File: config.mk
export PLATFORM = sky130hd
export DESIGN_NAME = mem_rd_arbiter
export DESIGN_NICKNAME = d
export VERILOG_FILES = /design/src/rtl/mem_rd_arbiter_pkg.sv /design/src/rtl/mem_rd_arbiter_rr_pick.sv /design/src/rtl/mem_rd_arbiter.sv
export SDC_FILE = /design/constraint.sdc
export NUM_CORES = 1
export LEC_CHECK = 0
export CORE_MARGIN = 4
export CORE_UTILIZATION = 30
export CTS_BUF_LIST = sky130_fd_sc_hd__clkbuf_4 sky130_fd_sc_hd__clkbuf_8
export DETAILED_ROUTE_END_ITERATION = 10
export GPL_TIMING_DRIVEN = 0
export PLACE_DENSITY = 0.7
export SLEW_MARGIN = 20
export SYNTH_ARGS = -nofsm -noshare
export SYNTH_HDL_FRONTEND = slang
export SYNTH_HIERARCHICAL = 1
export SYNTH_SLANG_ARGS = --single-unit
File: constraint.sdc
create_clock -name clk -period 3.1 [get_ports clk]
set_clock_uncertainty 0.05 [all_clocks]
set_input_delay 0.93 -clock clk [delete_from_list [all_inputs] [get_ports clk]]
set_output_delay 0.93 -clock clk [all_outputs]
set_load 0.1 [all_outputs]
File: src/rtl/mem_rd_arbiter_pkg.sv
// Shared definitions for the matrix_mem read-port arbiter: requester indices,
// FSM state encoding and address field widths.
package mem_rd_arbiter_pkg;

    localparam int REQ_ALU  = 0;
    localparam int REQ_CONV = 1;
    localparam int REQ_DISP = 2;

    localparam int SLOT_W = 2;
    localparam int ROW_W  = 3;
    localparam int COL_W  = 3;

    typedef enum logic [1:0] {
        ST_IDLE    = 2'd0,
        ST_GRANT   = 2'd1,
        ST_RELEASE = 2'd2
    } arb_state_t;

    // Index width that stays legal for a single requester.
    function automatic int idx_width(input int n);
        return (n > 1) ? $clog2(n) : 1;
    endfunction

endpackage

File: src/rtl/mem_rd_arbiter_rr_pick.sv
// Combinational round-robin priority encoder: first set bit of i_eligible
// searching upward from i_ptr, wrapping around.
module mem_rd_arbiter_rr_pick
    import mem_rd_arbiter_pkg::*;
#(
    parameter int N_REQ = 3,
    parameter int IDX_W = idx_width(N_REQ)
)
(
    input  logic [N_REQ-1:0] i_eligible,
    input  logic [IDX_W-1:0] i_ptr,
    output logic             o_found,
    output logic [IDX_W-1:0] o_idx
);

    // Walk offsets from farthest to nearest so the nearest hit wins.
    always_comb begin
        o_found = 1'b0;
        o_idx   = '0;
        for (int off = N_REQ - 1; off >= 0; off--) begin
            if (i_eligible[(int'(i_ptr) + off) % N_REQ]) begin
                o_found = 1'b1;
                o_idx   = IDX_W'((int'(i_ptr) + off) % N_REQ);
            end
        end
    end

endmodule

File: src/rtl/mem_rd_arbiter.sv
// Session-based round-robin arbiter sharing the matrix_mem read port among
// N_REQ requesters, with optional timeout preemption of long sessions.
module mem_rd_arbiter
    import mem_rd_arbiter_pkg::*;
#(
    parameter int N_REQ   = 3,
    parameter int TIMEOUT = 1023,
    parameter int DATA_W  = 16
)
(
    input  logic                      clk,
    input  logic                      rst,
    input  logic [N_REQ-1:0]          req,
    input  logic [SLOT_W*N_REQ-1:0]   req_slot,
    input  logic [ROW_W*N_REQ-1:0]    req_row,
    input  logic [COL_W*N_REQ-1:0]    req_col,
    output logic [N_REQ-1:0]          gnt,
    output logic [DATA_W-1:0]         rd_data,
    output logic [SLOT_W-1:0]         mem_rd_slot,
    output logic [ROW_W-1:0]          mem_rd_row,
    output logic [COL_W-1:0]          mem_rd_col,
    input  logic [DATA_W-1:0]         mem_rd_data,
    output logic [1:0]                owner_id,
    output logic                      busy,
    output logic                      timeout_err
);

    localparam int IDX_W = idx_width(N_REQ);
    localparam int CNT_W = (TIMEOUT > 0) ? $clog2(TIMEOUT + 1) : 1;
    localparam logic [CNT_W-1:0] CNT_MAX  = CNT_W'(TIMEOUT);
    localparam logic [IDX_W-1:0] LAST_IDX = IDX_W'(N_REQ - 1);

    arb_state_t         r_state;
    arb_state_t         w_state_next;
    logic [IDX_W-1:0]   r_owner;
    logic [IDX_W-1:0]   w_owner_next;
    logic [IDX_W-1:0]   r_rr_ptr;
    logic [IDX_W-1:0]   w_rr_ptr_next;
    logic [CNT_W-1:0]   r_cnt;
    logic [CNT_W-1:0]   w_cnt_next;
    logic [N_REQ-1:0]   r_mask;
    logic [N_REQ-1:0]   w_mask_next;
    logic               r_timeout_err;
    logic               w_timeout_err_next;

    logic [N_REQ-1:0]   w_eligible;
    logic [N_REQ-1:0]   w_owner_oh;
    logic               w_found;
    logic [IDX_W-1:0]   w_pick;
    logic [IDX_W-1:0]   w_ptr_after_owner;
    logic               w_owner_req;
    logic               w_other_pending;

    logic [SLOT_W-1:0]  w_slot_arr [N_REQ];
    logic [ROW_W-1:0]   w_row_arr  [N_REQ];
    logic [COL_W-1:0]   w_col_arr  [N_REQ];

    for (genvar gi = 0; gi < N_REQ; gi++) begin : g_req
        assign w_slot_arr[gi] = req_slot[gi*SLOT_W +: SLOT_W];
        assign w_row_arr[gi]  = req_row[gi*ROW_W +: ROW_W];
        assign w_col_arr[gi]  = req_col[gi*COL_W +: COL_W];
        assign w_owner_oh[gi] = (r_owner == IDX_W'(gi));
    end

    assign w_eligible        = req & ~r_mask;
    assign w_owner_req       = |(req & w_owner_oh);
    assign w_other_pending   = |(w_eligible & ~w_owner_oh);
    assign w_ptr_after_owner = (r_owner == LAST_IDX) ? '0 : r_owner + 1'b1;

    mem_rd_arbiter_rr_pick #(
        .N_REQ (N_REQ),
        .IDX_W (IDX_W)
    ) u_rr_pick (
        .i_eligible (w_eligible),
        .i_ptr      (r_rr_ptr),
        .o_found    (w_found),
        .o_idx      (w_pick)
    );

    always_comb begin
        w_state_next       = r_state;
        w_owner_next       = r_owner;
        w_rr_ptr_next      = r_rr_ptr;
        w_cnt_next         = r_cnt;
        w_mask_next        = r_mask & req;
        w_timeout_err_next = 1'b0;
        case (r_state)
            ST_IDLE: begin
                if (w_found) begin
                    w_owner_next = w_pick;
                    w_cnt_next   = '0;
                    w_state_next = ST_GRANT;
                end
            end
            ST_GRANT: begin
                w_cnt_next = (r_cnt == CNT_MAX) ? r_cnt : r_cnt + 1'b1;
                // A drop takes precedence over a coincident timeout.
                if (!w_owner_req) begin
                    w_state_next  = ST_RELEASE;
                    w_rr_ptr_next = w_ptr_after_owner;
                end else if ((TIMEOUT != 0) && (r_cnt == CNT_MAX) && w_other_pending) begin
                    w_state_next       = ST_RELEASE;
                    w_rr_ptr_next      = w_ptr_after_owner;
                    w_timeout_err_next = 1'b1;
                    w_mask_next        = w_mask_next | w_owner_oh;
                end
            end
            ST_RELEASE: begin
                w_state_next = ST_IDLE;
            end
            default: begin
                w_state_next = ST_IDLE;
            end
        endcase
    end

    always_ff @(posedge clk) begin
        if (rst) begin
            r_state       <= ST_IDLE;
            r_owner       <= IDX_W'(REQ_ALU);
            r_rr_ptr      <= '0;
            r_cnt         <= '0;
            r_mask        <= '0;
            r_timeout_err <= 1'b0;
        end else begin
            r_state       <= w_state_next;
            r_owner       <= w_owner_next;
            r_rr_ptr      <= w_rr_ptr_next;
            r_cnt         <= w_cnt_next;
            r_mask        <= w_mask_next;
            r_timeout_err <= w_timeout_err_next;
        end
    end

    assign busy        = (r_state == ST_GRANT);
    assign gnt         = busy ? w_owner_oh : '0;
    assign owner_id    = 2'(r_owner);
    assign timeout_err = r_timeout_err;
    assign rd_data     = mem_rd_data;
    assign mem_rd_slot = busy ? w_slot_arr[r_owner] : '0;
    assign mem_rd_row  = busy ? w_row_arr[r_owner]  : '0;
    assign mem_rd_col  = busy ? w_col_arr[r_owner]  : '0;

endmodule

==> run metrics <==
Post-DP Area=2250 sq um; post-synth cell types=40; detailed placement HPWL=3.08 mm; Reg2Reg Depth=10; share of layout cells above drive strength 1=0.236; core area=4790 sq um; Hold Path Depth=2; CP startpoint kind=primary input; status=completed; global-route wire length before repair=6.33 mm; Worst Hold Class=reg -> reg; num rows=25; synth warn=6; clock latency on the worst-skew pair=0.26 ns; CP max FO=1; Worst Tran Pin Value=0.967 ns; placed cells=323; most numerous cell in the Yosys netlist=nor2_1; routability congestion estimate from global placement=0.793; die height=79.0 microns; fin worst setup slack=0.0845 ns; CTS tree=yes; postcts setup bufs=0; CP Class=in -> out; minimum clock period=3.02 ns; Starting Density=0.316; clk root buf=clkbuf_8; Core Util, Final=0.479; Comb pwr share=0.576; crit share post-route=0.973; gr usage total=0.122; post-place setup slack=-0.788 ns; Critical Path, Cell by Cell=clkdlybuf4s50_1, mux2i_1, nor2_1, a21oi_1, nor2_4, buf_4; drt wl/cell=11.9 microns; Port-buffer cells=59; Peak Freq=332 MHz; vias in the first global route=1439; antenna viol nets, final=0; Post-Route WL=3.88 mm; max cap viols=0; EDFF count, synth=0; fin. max-slew vios=0; final setup fails=0; ys flop type=dfxtp_1; cell taking the most area after synthesis=dfxtp_1; Ports=76; via count=1497; initial antenna violation count=0; Seq pwr share=0.250; post-synthesis cell area=1510 sq um; slowest CP cell=clkdlybuf4s50_1; DRT iter0 DRCs=68; final instance area=2290 sq um; largest net degree at the start of global routing=12; Int Pwr=0.000570 W; required time worst endpoint=2.12 ns; global route overflow=0; Yosys top cell area share=0.265; # diodes=0; final hold vios=0; register bit count reported by yosys=20; post-synthesis async set-or-reset flop share=0; Clock transition at path regs=0.07 ns; fin cells=326; synth top area cells=dfxtp_1 (27%), nor2_1 (9.2%), buf_4 (8.0%), mux2i_1 (6.6%), a21oi_1 (4.6%); max_slew headroom=0.353; die area=6230 sq um; CP max stage delay=0.40 ns; clk sink count=20; P per Cell Area=494 nW/um^2; H-Tree Depth=1; Max clock buf depth=2; LEAKAGE=0.902 nW; crit end category=output port; Vias per Instance=4.59; worst vdd rail ir drop=0.292 mV; DRC viols=0; Switching Share=0.498; Commonest cells post-synth=nor2_1 (37), dfxtp_1 (20), buf_4 (16); Mapped Nets=246; CP top delay family=buffers and inverters; Syn Inst Count=197; Levels on crit path=6; Buf+Inv Stages, Crit Path=2; Layout area overhead=51.9%; Worst EP arrival=2.04 ns; DR pass1 iterations=4; die span in x=79.0 microns; clock network fraction of total power=0.174; CTS buffer count=3; nets@finish=309; sw power=0.000564 W; RSZ-0062 raised after global routing=false; sequential share of the synthesized area=0.265; average size of a mapped cell=7.67 sq um
-- layout by cell type, fill, tap and decap left out, drive strengths merged, types with 2 or more instances in the layout --
cell and count:
clkbuf 9, a21boi 2, nand2 12, ha 4, dfxtp 20, clkdlybuf4s15 3
o21ai 7, and2 2, and3 2, a31oi 2, nand3 6, xor2 4
mux2i 10, mux2 3, a211oi 2, nand2b 5, nand3b 4, nor2 37
buf 27, inv 6, dlygate4sd2 17, xnor2 3, o32a 2, clkdlybuf4s50 31
nor2b 9, o2111ai 3, a21oi 15, nand4 2
-- flip-flops by register name, indices dropped and copies added (netlist names) --
register     flops
timeout_err      1
r_cnt           10
r_state          2
owner_id         2
r_mask           3
r_rr_ptr         2
-- through the flow --
step	hold WS, ns	total power (W)	TNS [ns]
final	0.455	0.00113	0
after global routing	0.488	0.00120	0
after CTS	0.451	0.00115	0
after detailed placement	0.427	0.000962	-9.93
after global placement	0.422	0.000959	-9.70
after floorplan	0.415	0.000809	-0.251
-- timing repair --
item | in CTS | in global routing
hold buffers | 0 | 0
gates resized for setup | 78 | 5
setup endpoints to repair | 36 | 14
-- power by group through the flow --
stage          Clock (W)  Combinational, W  Sequential (W)
2_1_floorplan          0          0.000500        0.000309
6_report        0.000198          0.000653        0.000283
3_5_place_dp           0          0.000673        0.000289
3_3_place_gp           0          0.000670        0.000289
5_1_grt         0.000218          0.000694        0.000286
4_1_cts         0.000206          0.000659        0.000283
-- layer usage --
layer | track usage | share of wire | vias to the layer above
met3 | 0.0363 | 0.067 | 2
met4 | 0.0155 | 0.0021 | 0
met1 | 0.160 | 0.46 | 662
met2 | 0.203 | 0.47 | 43
met5 | 0 | 0 | -
li1 | - | - | 790
-- area by class of cell --
class	count	area, sq um
plain buffers	24	168
clock buffers	4	55.1
fillers	492	2490
inverters	6	22.5
multi-input cells	146	1010
flip-flops and latches	20	402
well taps	67	83.8
repair buffers	59	553
-- cells by family after synthesis --
kind of cell               count (synthesis)  synth area share
adders and majority gates                  4            0.0331
muxes                                     13            0.0887
and+or+nand+nor                           83             0.271
buffers and inverters                     31             0.127
AOI/OAI and AO/OA                         39             0.175
xor gates and xnor gates                   7            0.0406
DFF                                       20             0.265
-- worst register-to-register path, stage by stage, from the launching register on --
cell       delay (ns)
dfxtp_1          0.37
inv_1            0.05
ha_1             0.18
buf_6            0.14
mux2i_1          0.14
o221ai_1         0.15
o32a_1           0.42
and2_1           0.22
o2111ai_1        0.26
xor2_1           0.17
nor2_1           0.05
-- worst paths after layout --
kind	from	endpoint	slack, ns
worst min register to register	r_cnt[1]	r_cnt[1]	0.46
worst max register to register	r_rr_ptr[1]	r_cnt[9]	0.79
worst max-delay path	req_slot[2]	mem_rd_slot[0]	0.08
worst min-delay path	r_cnt[1]	r_cnt[1]	0.46
(Power assumes the default switching activity.)
